==> src/rtl/text_console_writer.sv <==
// text_console_writer: turns a valid/ready ASCII byte stream into video-memory
// writes. Tracks a text cursor, handles CR/LF/BS/FF and blanks rows or the
// whole screen. All memory-side outputs are registered.
module text_console_writer #(
  parameter int          COLS  = 80,
  parameter int          ROWS  = 30,
  parameter logic [7:0]  BLANK = 8'h20
) (
  input  logic        clk,
  input  logic        reset_p,
  input  logic        mem_ready,
  input  logic [7:0]  ch_data,
  input  logic        ch_valid,
  output logic        ch_ready,
  output logic [11:0] w_addr,
  output logic [7:0]  w_data,
  output logic        w_valid,
  output logic [5:0]  cur_row,
  output logic [6:0]  cur_col,
  output logic        busy
);

  typedef enum logic [1:0] {WAIT_INIT, IDLE, CLEAR_ROW, CLEAR_ALL} state_e;

  localparam logic [12:0] CELLS    = 13'(COLS * ROWS);
  localparam logic [6:0]  LAST_COL = 7'(COLS - 1);
  localparam logic [5:0]  LAST_ROW = 6'(ROWS - 1);

  state_e      state_q, state_d;
  logic [5:0]  row_q, row_d;
  logic [6:0]  col_q, col_d;
  logic [11:0] waddr_q, waddr_d;
  logic [7:0]  wdata_q, wdata_d;
  logic        wvld_q, wvld_d;
  logic [11:0] caddr_q, caddr_d;   // next address to blank
  logic [12:0] ccnt_q, ccnt_d;     // blank writes still owed

  logic [5:0]  nl_row;
  logic [11:0] nl_base, cur_addr;
  logic        accept, do_nl;

  assign nl_row   = (row_q == LAST_ROW) ? 6'd0 : row_q + 6'd1;
  assign nl_base  = 12'(nl_row) * 12'(COLS);
  assign cur_addr = 12'(row_q) * 12'(COLS) + 12'(col_q);
  assign ch_ready = (state_q == IDLE);
  assign accept   = ch_valid && ch_ready;

  // Next-state, cursor and write-port decode.
  always_comb begin
    state_d = state_q;
    row_d   = row_q;
    col_d   = col_q;
    waddr_d = waddr_q;
    wdata_d = wdata_q;
    wvld_d  = 1'b0;
    caddr_d = caddr_q;
    ccnt_d  = ccnt_q;
    do_nl   = 1'b0;
    case (state_q)
      WAIT_INIT: if (mem_ready) state_d = IDLE;
      IDLE: begin
        if (accept) begin
          if (ch_data >= 8'h20 && ch_data <= 8'h7E) begin
            waddr_d = cur_addr;
            wdata_d = ch_data;
            wvld_d  = 1'b1;
            if (col_q == LAST_COL) do_nl = 1'b1;
            else                   col_d = col_q + 7'd1;
          end else begin
            case (ch_data)
              8'h0A: do_nl = 1'b1;
              8'h0D: col_d = 7'd0;
              8'h08: if (col_q != 7'd0) begin
                col_d   = col_q - 7'd1;
                waddr_d = cur_addr - 12'd1;
                wdata_d = BLANK;
                wvld_d  = 1'b1;
              end
              8'h0C: begin
                row_d   = 6'd0;
                col_d   = 7'd0;
                caddr_d = 12'd0;
                ccnt_d  = CELLS;
                state_d = CLEAR_ALL;
              end
              default: ;  // unknown control codes are swallowed
            endcase
          end
        end
      end
      CLEAR_ROW, CLEAR_ALL: begin
        if (ccnt_q != 13'd0) begin
          waddr_d = caddr_q;
          wdata_d = BLANK;
          wvld_d  = 1'b1;
          caddr_d = caddr_q + 12'd1;
          ccnt_d  = ccnt_q - 13'd1;
        end else begin
          state_d = IDLE;
        end
      end
      default: state_d = WAIT_INIT;
    endcase
    if (do_nl) begin
      col_d   = 7'd0;
      row_d   = nl_row;
      caddr_d = nl_base;
      ccnt_d  = 13'(COLS);
      state_d = CLEAR_ROW;
    end
    // Memory re-init wipes the screen itself, so any clear is dropped here.
    if (!mem_ready) begin
      state_d = WAIT_INIT;
      row_d   = 6'd0;
      col_d   = 7'd0;
      wvld_d  = 1'b0;
    end
  end

  // State, cursor and registered write port.
  always_ff @(posedge clk or posedge reset_p) begin
    if (reset_p) begin
      state_q <= WAIT_INIT;
      row_q   <= 6'd0;
      col_q   <= 7'd0;
      waddr_q <= 12'd0;
      wdata_q <= 8'd0;
      wvld_q  <= 1'b0;
      caddr_q <= 12'd0;
      ccnt_q  <= 13'd0;
    end else begin
      state_q <= state_d;
      row_q   <= row_d;
      col_q   <= col_d;
      waddr_q <= waddr_d;
      wdata_q <= wdata_d;
      wvld_q  <= wvld_d;
      caddr_q <= caddr_d;
      ccnt_q  <= ccnt_d;
    end
  end

  assign w_addr  = waddr_q;
  assign w_data  = wdata_q;
  assign w_valid = wvld_q;
  assign cur_row = row_q;
  assign cur_col = col_q;
  assign busy    = (state_q != IDLE);

endmodule

==> config.mk <==
export PLATFORM = sky130hd
export DESIGN_NAME = text_console_writer
export DESIGN_NICKNAME = d
export VERILOG_FILES = /design/src/rtl/text_console_writer.sv
export SDC_FILE = /design/constraint.sdc
export NUM_CORES = 1
export LEC_CHECK = 0
export BUFFER_PORTS_ARGS = -buffer_cell sky130_fd_sc_hd__buf_2
export CAP_MARGIN = 25
export CORE_MARGIN = 2
export CORE_UTILIZATION = 30
export CTS_CLUSTER_SIZE = 20
export DETAILED_ROUTE_END_ITERATION = 6
export HOLD_SLACK_MARGIN = 0.12
export REMOVE_ABC_BUFFERS = 1
export SYNTH_ARGS = -nofsm -noshare
export SYNTH_HDL_FRONTEND = slang
export SYNTH_SLANG_ARGS = --single-unit
==> constraint.sdc <==
create_clock -name clk -period 2.7 [get_ports clk]
set_input_delay 0.135 -clock clk [delete_from_list [all_inputs] [get_ports clk]]
set_output_delay 0.135 -clock clk [all_outputs]
set_load 0.05 [all_outputs]
; Yosys cells after proc, flatten, opt, wreduce, memory -nomap -nowiden
; Index checks and enable logic that the tools add are counted.
[totals]
regBits = 61
inputBits = 12
wordCells = 120
memories = 0
ram_bits = 0
latch_bits = 0
out_inout_bits = 36
romBits = 0
[op_classes]
n_addsub = 7
reduce_logical = 14
bitwise_logic = 0
n_eq_ne = 29
multipliers = 2
div_mod_pow = 0
mux = 58
magnitude_cmp = 2
shifts = 0
[op_table]
columns = cell, count
row1 = $mux W12, 10
row2 = $mux W13, 5
row3 = $mux W7, 7
row4 = $pmux W12 S2, 2
row5 = $mux W6, 7
row6 = $mux W8, 5
row7 = $eq A8 B4 Y1 const B, 4
row8 = $pmux W13 S2, 1
row9 = $ne A3 B1 Y1 const B, 7
row10 = $mul A6 B3 Y8 const B, 2
row11 = $pmux W8 S2, 1
row12 = $reduce_and A5 Y1, 3
row13 = $pmux W7 S2, 1
row14 = $reduce_bool A13 Y1, 1
row15 = $sub A13 B1 Y13 const B, 1
row16 = $add A12 B1 Y12 const B, 1
row17 = $add A12 B7 Y12, 1
row18 = $mux W2, 6
row19 = $ne A4 B4 Y1 const B, 3
row20 = $sub A12 B1 Y12 const B, 1
row21 = $mux W1, 11
row22 = $ne A3 B3 Y1 const B, 3
row23 = $ge A8 B6 Y1 const B, 1
row24 = $le A8 B7 Y1 const B, 1
row25 = 21 further kinds, 27

; Longest topological paths before layout
; Gate-level depths: netlist of the first run.
[logic_depth]
ltp_word = 8
ltp_mapped = 12

; Worst setup path before layout of the first run
; OpenSTA, ideal clock, no wires.
[synth_timing]
kind = reg-to-reg
start = register row_q[3], in the netlist cur_row[3]
end = register waddr_q[10], in the netlist w_addr[10]
t_arrival_ns = 3.177
slack_ns = -0.559
setup_ns = 0.082
synth_period_minus_slack_ns = 3.259
required_time_ns = 2.618
n_path_buf = 0
path_stages_with_launch = 10
cell_sequence = dfrtp_1 -> ha_1 -> ha_1 -> fa_1 -> xor2_1 -> or2_2 -> mux2_2 -> o22a_1 -> or4_1 -> a31oi_1
[synth_via]
elab_chain_cells = 8
[synth_lines]
columns = item, line
row1 = "start, declared", 30  ; logic [5:0] row_q, row_d;
row2 = "start signal, assigned", 133  ; row_q <= row_d;
row3 = $mul A6 B3 Y8 (*), 44  ; assign cur_addr = 12'(row_q) * 12'(COLS) + 12'(col_q);
row4 = $add A12 B7 Y12 (*), 44
row5 = $sub A12 B1 Y12, 75  ; waddr_d = cur_addr - 12'd1;
row6 = $mux W12, 73  ; 8'h08: if (col_q != 7'd0) begin
row7 = $mux W12, 70  ; case (ch_data)
row8 = $mux W12 (*), 63  ; if (ch_data >= 8'h20 && ch_data <= 8'h7E) begin
row9 = $mux W12 (*), 62  ; if (accept) begin
row10 = $pmux W12 S2 (*), 59  ; case (state_q)
row11 = "end signal, assigned", 135  ; waddr_q <= waddr_d;
row12 = "end, declared", 32  ; logic [11:0] waddr_q, waddr_d;
; Mark *: on every way between the ends. The rest lies on a longest branch, timed or not. The select of a mux whose other input is x is not followed.
; A chain may end at the register's enable or synchronous reset.

; Final worst setup path of the first run
[layout_timing]
start = register row_q[1], in the netlist cur_row[1]
end = register waddr_q[10], in the netlist w_addr[10]
; The elaborated chain is that of the path after synthesis.

==> results.toml, run 1 <==
[run_status]
outcome = "complete, but fails checks"
failed_checks = "setup timing"

[layout]
design_area_mm2 = 0.00549
layout.cells.non_filler = 763
n_fill_cell = 1405
area_delta_synth_final_pct = 29.1
nets = 620
diodes = 0
drive_above_1_share = 0.269

[yosys]
synth_common_cells = "62 x nor2_1, 61 x dfrtp_1, 51 x nand2_1"
yosysSeqAreaShare = 0.359
synthSimpleGateAreaFrac = 0.222
ys_ff_latch = 61
ys_top_cells_by_area = "dfrtp_1 36%, ha_1 7.9%, nor2_1 5.5%"
synth_compound_area_frac = 0.202
synth_top_flop_cell = "dfrtp_1"
synth.cell_area_mm2 = 0.00425
synth_xor_area_frac = 0.0597
syn_avg_cell_area_um2 = 8.75
synthAdderAreaFrac = 0.0936
synth_top_family_by_area = "simple AND/OR/NAND/NOR gates"
synth_mux_area_frac = 0.0121
yosys_warnings = 0
async_flop_share = 1.00
yosysMostFrequentCell = "nor2_1"
yosysTopAreaCell = "dfrtp_1"
synth.distinct_cells = 67
synth_edf_count = 0
syn_inst = 486
yosysTopAreaCellShare = 0.359

[placement]
gp_congestion = 0.835
dpl_cell_area_mm2 = 0.00489
portBuffers = 47
dp_hpwl_um = 8440
dp.cells = 732

[clock_tree]
htree_levels = 3
cts_tree = "done"
clkTransAtPathRegs_ns = 0.06
ctsLongestPathBuffers = 2
clk_latency_ns = 0.34
root_buffer = "clkbuf_16"
cts_buffers = 9
cts_sinks = 61

[setup_path]
path_buf_inv = 0
r2r_end = "w_addr[10]$_DFFE_PP0P_"
path_cells = "ha_4, ha_4, fa_2, xor2_2, or2_4, mux2_4, o22a_1, or4_1, a31oi_1"
slowest_stage = "or4_1"
reg2reg_slack_ns = -0.08
r2r_cells = 9
worstSetupPathType = "reg -> reg"
cpPeakStageDelay_ns = 0.46
cp-end-kind = "register"
arrival_ns = 3.04
cpMostUsedCell = "ha_4"
critPathTopFamily = "adder cells"
crit_required_ns = 2.95
critPathMaxFanout = 3
critPathLaunch = "cur_row[1]$_DFFE_PP0P_"
start_kind = "register"
r2r-start = "cur_row[1]$_DFFE_PP0P_"

[power]
p_leak_nw = 2.51
ir_drop_mv = 0.264
power_density_mw_per_mm2 = 588
total_power_w = 0.00323

[drt]
first_pass_iters = 5
avgRoutedWirePerCell_um = 15.6
vias = 3963
detail-route-antenna-nets = 0
post-route-drc-count = 0
drt_iter0_markers = 382
totalWireLength_um = 11900
drt-vias-per-instance = 5.19

[flow_run]
maxCapViolations = 0

[grt]
grt-busiest-layer = "met2"
use_met1 = 0.213
grt_usage = 0.160
grt_max_degree = 34
globalRouteMet3Util = 0.0355
use_met2 = 0.259
grt.overflow.total = 0
grt_pass1_vias = 3737
antenna_found_initial = 0
grt_pass1_wl_um = 18800

[sta]
final-hold-violation-count = 0
fin_ws_ns = -0.0828
rsz0062_at_grt = "true"
period_minus_slack_ns = 2.78
final.setup.tns_ns = -0.0879
worst_slew_pin_slew_ns = 0.656
finalClockSkew_ns = 0.00953
slew_violations = 0
setup_viol = 2
timing.hold.ws_ns = 0.175
clock.fmax_ghz = 0.359
min_period_over_period = 1.03
relSlewSlack = 0.558

[worst_hold_path]
whs_endpoint = "w_data[5]$_DFFE_PP0P_"
holdPathStages = 3
min_path_type = "in -> reg"
hp-start = "ch_data[7]"

[floorplanning]
row_count = 43
design.core.area_mm2 = 0.0139
start_util = 0.306
io_pins = 48
die_area_mm2 = 0.0151
die_x_um = 123
chipHeight_um = 123
## flip-flops by register name, indices dropped and copies added, names as in the netlist
signal and flops:
ccnt_q 13, caddr_q 12, w_addr 12, w_data 8, cur_col 7, cur_row 6, state_q 2, w_valid 1
## area by class of cell
class	count	area, um^2	share of cell area
multi-input cells	384	2680	0.487
inverters	20	75.1	0.0137
clock inverters	7	75.1	0.0137
repair buffers	102	688	0.125
clock buffers	9	225	0.0410
well taps	180	225	0.0410
flip-flops and latches	61	1530	0.278
## layer usage
layer  vias to the layer above  part of all wire
li1                       1930                 -
met1                      1898              0.46
met2                       117              0.47
met3                        18             0.050
met4                         0             0.014
met5                         -                 0
## worst max-delay path by stage
stage / cells after the start / endpoint / slack (ns)
after floorplan: 6 / caddr_q[6]$_DFFE_PP0P_ / -0.85
after detailed placement: 9 / w_addr[10]$_DFFE_PP0P_ / -0.28
after global placement: 9 / w_addr[10]$_DFFE_PP0P_ / -0.22
after global routing: 9 / w_addr[10]$_DFFE_PP0P_ / -0.14
after CTS: 9 / w_addr[10]$_DFFE_PP0P_ / -0.12
final: 9 / w_addr[10]$_DFFE_PP0P_ / -0.08
## through the flow
| step | util | worst slack (ns) |
|---|---|---|
| finish | 0.396 | -0.0828 |
| CTS | 0.389 | -0.121 |
| global placement | 0.352 | -0.216 |
| floorplan | - | -0.849 |
| global route | 0.396 | -0.141 |
| detailed placement | 0.352 | -0.282 |
## what timing repair did
item	CTS	global route
hold endpoints to repair	34	0
gates resized for setup	19	14
hold buffers	8	0
pin swaps	10	19
setup buffers	5	1
gates cloned	0	1
endpoints found under the setup margin	6	9
## cell usage in the layout (no fill, tap or decap), drive strengths merged, types with 6 or more instances in the layout
cell	n
nor3	12
xor2	14
o21ai	38
a21oi	33
nor2	63
and3	6
a21o	6
inv	21
nand4	8
dlygate4sd3	8
xnor2	15
nand3	23
ha	27
a22oi	8
nand2	51
dfrtp	61
buf	94
clkbuf	9
## report_power, final
group | switching, W | leakage (nW) | internal (W)
Clock | 0.000445 | 0.150 | 0.000718
Combinational | 0.000642 | 1.58 | 0.000282
Sequential | 0.000103 | 0.777 | 0.00104
Total | 0.00119 | 2.51 | 0.00204
## cell families (layout without fill, tap and decap cells)
kind of cell / Yosys count / count (layout)
AND/OR/NAND/NOR: 196 / 196
flip-flops: 61 / 61
adder cells (fa/ha/maj): 30 / 30
AO/OA/AOI/OAI: 123 / 124
multiplexers: 5 / 5
buffers and inverters: 42 / 138
XOR/XNOR: 29 / 29
## worst min-delay path, delay by kind of cell
family | cells | cell delay, ns
AND/OR/NAND/NOR | 1 | 0.08
buffers and inverters | 1 | 0.09
AO/OA/AOI/OAI | 1 | 0.17
Power figures use the tool's default switching activity.
==> inputs of run 2 (changes only) <==
--- a/config.mk
+++ b/config.mk
@@ -8,11 +8,13 @@
 export BUFFER_PORTS_ARGS = -buffer_cell sky130_fd_sc_hd__buf_2
 export CAP_MARGIN = 25
 export CORE_MARGIN = 2
-export CORE_UTILIZATION = 30
+export CORE_UTILIZATION = 25
 export CTS_CLUSTER_SIZE = 20
 export DETAILED_ROUTE_END_ITERATION = 6
 export HOLD_SLACK_MARGIN = 0.12
 export REMOVE_ABC_BUFFERS = 1
+export SKIP_LAST_GASP = 1
+export SLEW_MARGIN = 20
 export SYNTH_ARGS = -nofsm -noshare
 export SYNTH_HDL_FRONTEND = slang
 export SYNTH_SLANG_ARGS = --single-unit
==> run 2 against run 1 <==
Critical path type unchanged. Clock power rose by 8%. The run still ends with setup timing left. Setup slack worse by 0.089 ns. Global-route usage is 2.6 points lower. Fmax is 3.1% lower. Power grew 4.0%. Utilization fell by 5.3 points. Non-clock buffer count is 15 higher. Hold slack improved by 0.11 ns. Routed wire length fell by 0.95%. Clock skew shrank 0.0018 ns. Critical path depth up 2.
==> results.toml, run 2 (same netlist as run 1, synthesis figures left out) <==
[drt]
drt_iter0_markers = 233
drt-vias-per-instance = 4.74
avgRoutedWirePerCell_um = 14.4
first_pass_iters = 5
totalWireLength_um = 11800
post-route-drc-count = 0
vias = 3875
detail-route-antenna-nets = 0

[floorplanning]
chipHeight_um = 134
die_area_mm2 = 0.0181
start_util = 0.256
row_count = 47
io_pins = 48
design.core.area_mm2 = 0.0166
die_x_um = 134

[setup_path]
slowest_stage = "or4_1"
crit_required_ns = 2.96
start_kind = "register"
cpMostUsedCell = "buf_4"
cp-end-kind = "register"
cpPeakStageDelay_ns = 0.50
worstSetupPathType = "reg -> reg"
critPathMaxFanout = 4
arrival_ns = 3.13
path_cells = "buf_4, buf_4, ha_1, inv_1, fa_2, nor2b_1, o21ai_0, mux2_4, o22a_1, or4_1, a31oi_1"

[power]
total_power_w = 0.00336
power.internal_w = 0.00216
p_switching_w = 0.00120
ir_drop_mv = 0.324
power_frac_comb = 0.288
power_density_mw_per_mm2 = 591
netSwitchingFraction = 0.357
p_clk_frac = 0.374
p_seq_frac = 0.338
p_leak_nw = 2.60

[clock_tree]
cts_buffers = 9
root_buffer = "clkbuf_16"
cts_sinks = 61
htree_levels = 3
clkTransAtPathRegs_ns = 0.06
cts_tree = "done"
clk_latency_ns = 0.34
ctsLongestPathBuffers = 2

[grt]
grt_pass1_vias = 3764
grt.overflow.total = 0
grt_pass1_wl_um = 19200
grt_usage = 0.133
grt_max_degree = 33
antenna_found_initial = 0

[sta]
final-hold-violation-count = 0
final.setup.tns_ns = -0.309
clock.fmax_ghz = 0.348
period_minus_slack_ns = 2.87
rsz0062_at_grt = "true"
setup_viol = 2
worst_slew_pin_slew_ns = 0.673
finalClockSkew_ns = 0.00778
fin_ws_ns = -0.172
slew_violations = 0
timing.hold.ws_ns = 0.288
min_period_over_period = 1.06
relSlewSlack = 0.551

[layout]
layout_commonest_cell = "dfrtp_1"
top_register = "ccnt_q"
layout_common_cells = "61 x dfrtp_1, 58 x buf_4, 57 x nor2_1"
design_area_mm2 = 0.00568
largest_register_ff_count = 13
diodes = 0
area_delta_synth_final_pct = 33.5
nets = 634
drive_above_1_share = 0.293

[run_status]
outcome = "complete, but fails checks"
failed_checks = "setup timing"

[placement]
dp_hpwl_um = 8580
dpl_cell_area_mm2 = 0.00503
portBuffers = 47
gp_congestion = 0.830

[flow_run]
maxCapViolations = 0

[worst_hold_path]
min_path_type = "in -> reg"
## run 2: worst max-delay path: cells and delay by family, from the launching register on
family	cells	cell delay [ns]
buffers and inverters	3	0.36
flip-flops	1	0.40
adder cells (fa/ha/maj)	2	0.44
AO/OA/AOI/OAI	3	0.70
multiplexers	1	0.34
AND/OR/NAND/NOR	2	0.56
## run 2: worst paths after layout
kind | from | end | slack [ns] | cells past startpoint
min in group asynchronous | reset_p | w_data[7]$_DFFE_PP0P_ | 0.45 | 3
worst min-delay path | ch_data[7] | w_data[5]$_DFFE_PP0P_ | 0.29 | 4
worst max-delay path | cur_row[0]$_DFFE_PP0P_ | w_addr[10]$_DFFE_PP0P_ | -0.17 | 11
worst max register to register | cur_row[0]$_DFFE_PP0P_ | w_addr[10]$_DFFE_PP0P_ | -0.17 | 11
max in group asynchronous | reset_p | cur_row[0]$_DFFE_PP0P_ | 1.53 | 4
worst min register to register | w_data[0]$_DFFE_PP0P_ | w_data[0]$_DFFE_PP0P_ | 0.46 | 2
## run 2: power by group through the flow
stage	Combinational (W)	Sequential, W	Clock [W]
after floorplan	0.000369	0.00144	0
after global placement	0.000942	0.00115	0
after detailed placement	0.000946	0.00115	0
after CTS	0.000958	0.00114	0.00128
after global routing	0.00105	0.00115	0.00133
final	0.000967	0.00113	0.00125
## run 2: cell type report
class | instances | area [um^2]
clock inverters | 7 | 98.8
well taps | 220 | 275
flip-flops and latches | 61 | 1530
repair buffers | 117 | 813
fillers | 1746 | 10900
inverters | 20 | 75.1
clock buffers | 9 | 225
multi-input cells | 383 | 2660
## run 2: layer usage
metal | track usage | part of all wire | up-vias
met5 | 0 | 0 | -
met3 | 0.0280 | 0.044 | 7
met4 | 0.0345 | 0.011 | 0
met2 | 0.206 | 0.45 | 87
li1 | - | - | 1951
met1 | 0.189 | 0.50 | 1830
## run 2: what timing repair did
| item | in CTS | in global routing |
|---|---|---|
| setup buffers | 1 | 10 |
| setup endpoints to repair | 4 | 6 |
| endpoints found under the hold margin | 38 | 0 |
| resized for setup | 11 | 26 |
| cloned | 0 | 0 |
| hold buffers | 8 | 0 |
| pin swaps | 4 | 21 |
## run 2: stage by stage
step                utilization  setup slack (ns)  std cells
floorplan                     -            -0.849        464
detailed placement        0.303            -0.222        782
global route              0.342            -0.295        817
CTS                       0.330            -0.127        807
finish                    0.342            -0.172        817
global placement          0.303            -0.215        782
